**src/rtl/mic_peak_meter.sv**
```systemverilog
// Microphone peak meter: tracks the peak above MIDPOINT over a window of samples,
// converts it to a gated 0..31 level and maintains a decaying peak-hold level.
module mic_peak_meter #(
  parameter int WINDOW_SAMPLES = 4000,
  parameter int MIDPOINT       = 2048,
  parameter int NOISE_FLOOR    = 2,
  parameter int DECAY_WINDOWS  = 5
) (
  input  logic        clk,
  input  logic        rst_n,
  input  logic        en,
  input  logic        sample_valid,
  input  logic [11:0] mic_in,
  output logic [4:0]  volume,
  output logic [4:0]  hold,
  output logic        volume_valid
);

  localparam int CW = $clog2(WINDOW_SAMPLES + 1);
  localparam int DW = $clog2(DECAY_WINDOWS + 1);
  localparam logic [11:0]   MID   = 12'(MIDPOINT);
  localparam logic [CW-1:0] LAST  = CW'(WINDOW_SAMPLES - 1);
  localparam logic [DW-1:0] DLAST = DW'(DECAY_WINDOWS - 1);
  localparam logic [31:0]   FLOOR = 32'(NOISE_FLOOR);

  typedef enum logic [1:0] {IDLE, ACCUM, UPDATE} state_t;

  state_t        state;
  logic [CW-1:0] cnt;
  logic [DW-1:0] dcnt;
  logic [11:0]   max_reg;
  logic [11:0]   peak;
  logic [4:0]    lvl_sat;
  logic [4:0]    lvl;
  logic [11:0]   first_max;

  // The compare guards the subtraction, and saturating the 6-bit shifted peak
  // keeps the level bounded whatever MIDPOINT is.
  always_comb begin
    peak      = (max_reg > MID) ? (max_reg - MID) : 12'd0;
    lvl_sat   = (peak[11:6] > 6'd31) ? 5'd31 : peak[10:6];
    lvl       = ({27'd0, lvl_sat} < FLOOR) ? 5'd0 : lvl_sat;
    first_max = (mic_in > MID) ? mic_in : MID;
  end

  always_ff @(posedge clk or negedge rst_n) begin
    if (!rst_n) begin
      state        <= IDLE;
      cnt          <= '0;
      dcnt         <= '0;
      max_reg      <= MID;
      volume       <= 5'd0;
      hold         <= 5'd0;
      volume_valid <= 1'b0;
    end else begin
      volume_valid <= 1'b0;
      case (state)
        IDLE: begin
          if (en) begin
            state   <= ACCUM;
            cnt     <= '0;
            max_reg <= MID;
          end
        end
        ACCUM: begin
          // Dropping en discards the partial window; re-entry via IDLE clears it.
          if (!en) begin
            state <= IDLE;
          end else if (sample_valid) begin
            if (mic_in > max_reg) max_reg <= mic_in;
            cnt <= cnt + 1'b1;
            if (cnt == LAST) state <= UPDATE;
          end
        end
        UPDATE: begin
          volume       <= lvl;
          volume_valid <= 1'b1;
          if (lvl >= hold) begin
            hold <= lvl;
            dcnt <= '0;
          end else if (dcnt == DLAST) begin
            hold <= hold - 1'b1;
            dcnt <= '0;
          end else begin
            dcnt <= dcnt + 1'b1;
          end
          // A sample arriving now opens the next window rather than being lost.
          if (sample_valid) begin
            max_reg <= first_max;
            cnt     <= CW'(1);
          end else begin
            max_reg <= MID;
            cnt     <= '0;
          end
          state <= en ? ACCUM : IDLE;
        end
        default: state <= IDLE;
      endcase
    end
  end

endmodule
```
**config.mk**
```make
export PLATFORM = sky130hd
export DESIGN_NAME = mic_peak_meter
export DESIGN_NICKNAME = d
export VERILOG_FILES = /design/src/rtl/mic_peak_meter.sv
export SDC_FILE = /design/constraint.sdc
export NUM_CORES = 1
export LEC_CHECK = 0
export ABC_AREA = 1
export BUFFER_PORTS_ARGS = -buffer_cell sky130_fd_sc_hd__buf_2
export CAP_MARGIN = 20
export CORE_ASPECT_RATIO = 1.2
export CORE_MARGIN = 2
export CORE_UTILIZATION = 64
export CTS_CLUSTER_SIZE = 10
export DETAILED_ROUTE_END_ITERATION = 8
export PLACE_DENSITY = 0.84
export RECOVER_POWER = 50
export SETUP_SLACK_MARGIN = 0.5
export SLEW_MARGIN = 10
export SYNTH_ARGS = -nofsm -noshare
export SYNTH_HDL_FRONTEND = slang
export SYNTH_SLANG_ARGS = --single-unit
```
**constraint.sdc**
```tcl
create_clock -name clk -period 3.6 [get_ports clk]
set_clock_uncertainty 0.1 [all_clocks]
set_input_delay 1.08 -clock clk [delete_from_list [all_inputs] [get_ports clk]]
set_output_delay 1.08 -clock clk [all_outputs]
set_load 0.1 [all_outputs]
```
==> qor.yml, run 1 <==
status: "complete, no violations"
post-cts-setup-buffers: 0
die_w_um: 63.1
synth_compound_area_share_pct: 11.0
synth_top_family_by_area: "simple AND/OR/NAND/NOR gates"
coreArea_um2: 3970
synth_top_area_share_pct: 36.3
fin_ws_ps: 990
arrival_ps: 2710
clkSinkCount: 40
syn_to_final_growth_pct: 10.6
ant_nets: 0
yosys-top-cells-count: "nand2_1, inv_1, dfrtp_1"
cts_root_buffer: "clkbuf_8"
syn_avg_cell_area_um2: 7.40
port_buffers: 26
crit_chain: "nor2_1, nand2_1, nor2_1, nand2_1, nand2_1, inv_1, nand2_1, inv_1, ha_1, a21oi_1, o21a_1, nand3_2, o21ai_4, inv_1, nand2_1, nand2_1"
rsz0062_at_grt: "false"
synth_top_area_cell: "dfrtp_1"
ys_seq_area_share_pct: 37.3
start_kind: "register"
cts_tree: "done"
antenna_cells: 0
fp-row-count: 25
drtIter0Drc: 109
cp.required_ps: 3700
firstDrtPassIters: 4
ys.flop_type: "dfrtp_1"
syn_inst: 363
synth-edff-count: 0
drt_wl_total_um: 5810
final_nets: 432
place.detailed.hpwl_um: 4400
max_freq_mhz: 383
yosysMostFrequentCell: "nand2_1"
ys_warn_count: 0
grt_pass1_wl_um: 10100
ys_ff_latch: 40
dieArea_um2: 4730
htreeDepth: 2
hold_buffers: 0
p_per_area_nw_per_um2: 575
relSlewSlack_pct: 39.9
power_mw: 1.71
cpMostUsedCell: "nand2_1"
ir_drop_v: 0.000321
grt_pass1_vias: 2435
synth.top_cells.by_area: "dfrtp_1, nand2_1, ha_1, inv_1, nand3_1"
rr_worst_depth: 16
hp-class: "register to register"
antenna_found_initial: 0
grt.overflow.total: 0
grt_max_degree: 41
synthSimpleGateAreaFrac_pct: 27.6
crit_path_top_delay_cell: "dfrtp_1"
grt_usage_pct: 27.4
clkLatencyLatePin_ps: 290
crit_type: "register to register"
drive_above_1_share_pct: 11.5
cts_resized: 0
yosys.cell_types.count: 34
ios: 27
synth.cell_area_um2: 2690
yosys.area_share.xor_xnor_pct: 1.63
initial_utilization_pct: 67.6
slowest_delay_ps: 420
synth_fp_nets: 404
critPathMaxFanout: 10
holdWs_ps: 382
whs_path_depth: 2
wl_per_cell_um: 13.0
worstMarginPinSlew_ps: 901
crit_path_end_kind: "register"
drv_slew: 0
cap_violations: 0
dpl_cell_area_um2: 2850
vias_per_cell: 5.40
hold_viol_final: 0
final_area_um2: 2970
leakage_nw: 1.69
place.gp.congestion: 0.887
vias: 2410
pre_cts_ws_ps: 712
cts_made_buffers: 5
fp.dieH_um: 75.0
clk_pin_slew_ps: 80
synth_mux_area_share_pct: 0
fin_crit_ps: 2610
finalCritPeriodShare_pct: 72.5
clockBufferDepth: 2
fin_setup_tns_ps: 0
synth-adder-area-share_pct: 11.6
finalSetupViolations: 0
async_flop_share_pct: 100
drc: 0
-- worst paths after layout --
| check | endpoint | start | slack, ps |
|---|---|---|---|
| worst max register to register | hold[0] | max_reg[4] | 990 |
| min in group asynchronous | volume[3] | rst_n | 810 |
| worst min register to register | max_reg[6] | max_reg[6] | 380 |
| max in group asynchronous | cnt[0] | rst_n | 2020 |
| worst min-delay path | max_reg[6] | max_reg[6] | 380 |
| worst max-delay path | hold[0] | max_reg[4] | 990 |
-- per-stage QoR --
stage / util, % / cells
floorplan: - / 363
global placement: 71.7 / 438
detailed placement: 71.7 / 438
CTS: 74.8 / 446
global route: 74.8 / 446
finish: 74.8 / 446
-- cell type report --
| type | count | area (µm²) |
|---|---|---|
| tap | 54 | 67.6 |
| timing repair buffer | 26 | 130 |
| sequential | 40 | 1000 |
| inverter | 67 | 254 |
| clock inverter | 2 | 38.8 |
| fill | 316 | 1000 |
| multi-input combinational | 251 | 1400 |
| clock buffer | 6 | 82.6 |
-- placed cells by master (no fill, tap or decap) --
master / netlist / final
nor2_1: 28 / 28
nand4_1: 9 / 9
dfstp_2: 1 / 1
o211ai_1: 1 / 1
xor2_1: 5 / 5
o21ai_0: 25 / 25
dfrtp_1: 39 / 39
o221ai_1: 1 / 1
a31oi_2: 1 / 1
ha_1: 25 / 25
o21ai_2: 1 / 1
inv_1: 66 / 66
nor3_1: 2 / 2
inv_4: 1 / 1
o211a_1: 1 / 1
nor4_1: 1 / 1
o21ai_1: 2 / 2
a221oi_1: 1 / 1
nand3_1: 29 / 29
o21bai_1: 1 / 1
nand3_2: 2 / 2
bufinv_16: 0 / 1
o21a_1: 2 / 2
nand3b_1: 1 / 1
nand2_4: 1 / 1
o21ai_4: 1 / 1
nand2_2: 2 / 2
clkbuf_8: 0 / 6
buf_2: 1 / 26
nand2_1: 95 / 95
nor2_4: 1 / 1
a21oi_1: 12 / 12
a31oi_1: 1 / 1
clkinv_4: 0 / 1
-- where the power goes --
part / switching (mW) / internal (mW)
registers: 0.0750 / 0.522
clock network: 0.162 / 0.227
logic: 0.480 / 0.243
-- cells by family (layout without fill, tap and decap cells) --
logic type	count (synthesis)	count (layout)
xor gates and xnor gates	5	5
adders and majority gates	25	25
AOI/OAI and AO/OA	50	50
buffers and inverters	72	101
and+or+nand+nor	171	171
DFF	40	40
-- metal layers --
layer	GRT usage, %	part of all wire, %
met5	0	0
met4	13.3	2.4
met3	5.23	4.3
met2	50.8	51
met1	30.7	42
-- worst max-delay path: cells and delay by family (launching register included) --
kind	cells	cell delay, ps
adder cells (fa/ha/maj)	1	310
AO/OA/AOI/OAI	3	560
flip-flops	1	420
buffers and inverters	3	250
AND/OR/NAND/NOR	9	880
(Power assumes the default switching activity.)
==> run 2, diff against run 1 <==
--- a/config.mk
+++ b/config.mk
@@ -5,15 +5,15 @@
 export SDC_FILE = /design/constraint.sdc
 export NUM_CORES = 1
 export LEC_CHECK = 0
-export ABC_AREA = 1
+export ABC_AREA = 0
 export BUFFER_PORTS_ARGS = -buffer_cell sky130_fd_sc_hd__buf_2
 export CAP_MARGIN = 20
 export CORE_ASPECT_RATIO = 1.2
 export CORE_MARGIN = 2
-export CORE_UTILIZATION = 64
+export CORE_UTILIZATION = 53
 export CTS_CLUSTER_SIZE = 10
 export DETAILED_ROUTE_END_ITERATION = 8
-export PLACE_DENSITY = 0.84
+export PLACE_DENSITY = 0.75
 export RECOVER_POWER = 50
 export SETUP_SLACK_MARGIN = 0.5
 export SLEW_MARGIN = 10
==> constraint.sdc (replaced) <==
create_clock -name clk -period 2.3 [get_ports clk]
set_clock_uncertainty 0.1 [all_clocks]
set_input_delay 0.69 -clock clk [delete_from_list [all_inputs] [get_ports clk]]
set_output_delay 0.69 -clock clk [all_outputs]
set_load 0.1 [all_outputs]
==> qor.yml, run 2 <==
ys_warn_count: 0  # unchanged
cts_tree: "done"
synth_top_area_share_pct: 39.5  # +3.1 points
ys_seq_area_share_pct: 40.5  # +3.2 points
vias: 2218  # -8.0%
die_w_um: 66.4  # +5.1%
relSlewSlack_pct: 21.4  # -19 points
crit_path_top_delay_cell: "dfrtp_1"
grt_pass1_wl_um: 9750  # -3.6%
met2_usage_pct: 43.4  # -7.4 points
syn_inst: 261  # -28%
clkSinkCount: 40  # unchanged
ys_ff_latch: 40  # unchanged
use_met3_pct: 3.40  # -1.8 points
hold_viol_final: 0  # unchanged
fp-row-count: 27  # +8.0%
status: "complete, no violations"
drtIter0Drc: 111  # +1.8%
power_mw: 2.96  # +73%
reg2reg_slack_ps: 40  # -950 ps
place.detailed.hpwl_um: 4040  # -8.1%
arrival_ps: 2350  # -360 ps
worstMarginPinSlew_ps: 1180  # +278 ps
dieArea_um2: 5230  # +11%
htreeDepth: 2  # unchanged
hold_buffers: 0  # unchanged
antenna_found_initial: 0  # unchanged
leakage_nw: 1.55  # -8.2%
syn_avg_cell_area_um2: 9.48  # +28%
syn_to_final_growth_pct: 39.1
finalSetupViolations: 0  # unchanged
final_nets: 367  # -15%
ys.flop_type: "dfrtp_1"
holdWs_ps: 419  # +36.8 ps
n_fill_cell: 325  # +2.8%
pre_cts_ws_ps: -109  # -821 ps
firstDrtPassIters: 4  # unchanged
rsz0062_at_grt: "true"
vias_per_cell: 5.76  # +6.6%
clkLatencyLatePin_ps: 300  # about the same
yosys.cell_types.count: 46  # +35%
ios: 27  # unchanged
final_cell_mix: "nand2_1, buf_4, dfrtp_1"
ir_drop_v: 0.000629  # +96%
grt_usage_pct: 24.0  # -3.4 points
finalCritPeriodShare_pct: 98.4  # +26 points
grt_pass1_vias: 2224  # -8.7%
finalNonFillerCells: 385  # -14%
grt.overflow.total: 0  # unchanged
start_kind: "register"
fin_crit_ps: 2260  # -347 ps
place.gp.congestion: 0.824  # -7.2%
drive_above_1_share_pct: 38.5  # +27 points
grt_max_degree: 22  # -46%
crit_chain: "nor4_2, buf_4, nor3_4, inv_2, ha_4, nand2b_4, a31oi_4, o211ai_1, nand2_1, a211o_1"
port_buffers: 26  # unchanged
crit_path_end_kind: "register"
max_freq_mhz: 442  # +15%
critPathMaxFanout: 3  # -7
crit_buf_inv: 2  # -1
layout_commonest_cell: "nand2_1"
fin_ws_ps: 36.3  # -953 ps
synth.cell_area_um2: 2470  # -7.9%
synth.top_cells.by_area: "dfrtp_1, ha_1, mux2i_1, nand2_1, inv_1"
cts_root_buffer: "clkbuf_8"
regArea_um2: 1010  # +0.87%
yosys-top-cells-count: "dfrtp_1, nand2_1, inv_1"
hp-class: "register to register"
synth_fp_nets: 302  # -25%
drt_wl_total_um: 6290  # +8.3%
synth-edff-count: 0  # unchanged
placedCellCount: 361  # -18%
cap_violations: 0  # unchanged
slowest_delay_ps: 400  # -20 ps
initial_utilization_pct: 54.6  # -13 points
multi_input_area_um2: 1650  # +18%
yosysMostFrequentCell: "dfrtp_1"
fin_setup_tns_ps: 0  # unchanged
grt.busiest_layer: "met2"
synth_top_area_cell: "dfrtp_1"
drv_slew: 0  # unchanged
fp.dieH_um: 78.8  # +5.2%
critPathTopFamily: "compound AO/OA/AOI/OAI gates"
clk_pin_slew_ps: 90  # about the same
async_flop_share_pct: 100  # unchanged
coreArea_um2: 4530  # +14%
clockBufferDepth: 2  # unchanged
met1_usage_pct: 27.5  # -3.1 points
wl_per_cell_um: 16.3  # +25%
cp.required_ps: 2390  # -1310 ps
cts_made_buffers: 5  # unchanged
p_per_area_nw_per_um2: 859  # +49%
antenna_cells: 0  # unchanged
drc: 0  # unchanged
crit_type: "register to register"
ant_nets: 0  # unchanged
-- run 2: cell types whose count changed after synthesis, sizes merged, moves of 4 or more --
cell,change
xnor2,+5
mux2,+6
clkbuf,+6
nand2,-62
nand2b,+5
inv,-41
nor4,+4
nand3,-22
nor2,-16
o211ai,+4
nand4,-6
o21ai,-20
mux2i,+17
-- run 2: area by class of cell --
class	count	area share, %
well taps	58	2.11
repair buffers	66	15.1
flip-flops and latches	40	29.4
clock inverters	2	0.291
clock buffers	6	2.40
inverters	26	2.91
multi-input cells	187	47.9
-- run 2: worst reg2reg max path: stages, from the launching register on --
cell and delay (ps):
dfrtp_1 400, nor4_2 60, buf_4 140, nor3_4 200, inv_2 60, ha_4 260, nand2b_4 120, a31oi_4 90
o211ai_1 280, nand2_1 150, a211o_1 290
-- run 2: stage by stage --
stage / cell area, µm² / utilization [%]
finish: 3440 / 76.0
global route: 3440 / 76.0
CTS: 3260 / 72.0
detailed placement: 2940 / 64.9
global placement: 2940 / 64.9
floorplan: 2580 / -
-- run 2: what timing repair did --
item / in CTS / in global routing
setup buffers: 6 / 10
endpoints found under the setup margin: 40 / 34
hold endpoints to repair: 0 / 0
pin swaps: 19 / 19
resized for setup: 40 / 29
-- run 2: routing by layer --
layer / wire length [µm] / vias up / part of all wire (%)
li1: - / 1056 / -
met1: 2500 / 1096 / 40
met2: 3510 / 55 / 56
met3: 174 / 11 / 2.8
met4: 112 / 0 / 1.8
met5: 0 / - / 0
-- run 2: path summary, 6_finish.rpt --
| kind | from | end | depth (start not counted) |
|---|---|---|---|
| setup / recovery | max_reg[8] | hold[0] | 10 |
| hold / removal | volume[4] | volume[4] | 1 |
| setup reg to reg | max_reg[8] | hold[0] | 10 |
| hold reg to reg | volume[4] | volume[4] | 1 |
| max in group asynchronous | rst_n | hold[2] | 2 |
| min in group asynchronous | rst_n | max_reg[2] | 1 |
-- run 2: kinds of logic (layout without fill, tap and decap cells) --
family / count (synthesis) / count (layout) / synth area share (%)
buffers and inverters: 34 / 100 / 5.26
AND/OR/NAND/NOR: 87 / 87 / 16.9
AO/OA/AOI/OAI: 44 / 44 / 12.2
multiplexers: 23 / 23 / 9.61
flip-flops: 40 / 40 / 40.5
XOR/XNOR: 8 / 8 / 2.83
adder cells (fa/ha/maj): 25 / 25 / 12.6
-- run 2: report_power, final --
part	total (mW)	internal, mW	switching (mW)	leakage, nW
sequential	0.849	0.787	0.0613	0.538
clock	0.492	0.240	0.252	0.0510
combinational	1.61	0.808	0.807	0.965
total	2.96	1.83	1.12	1.55
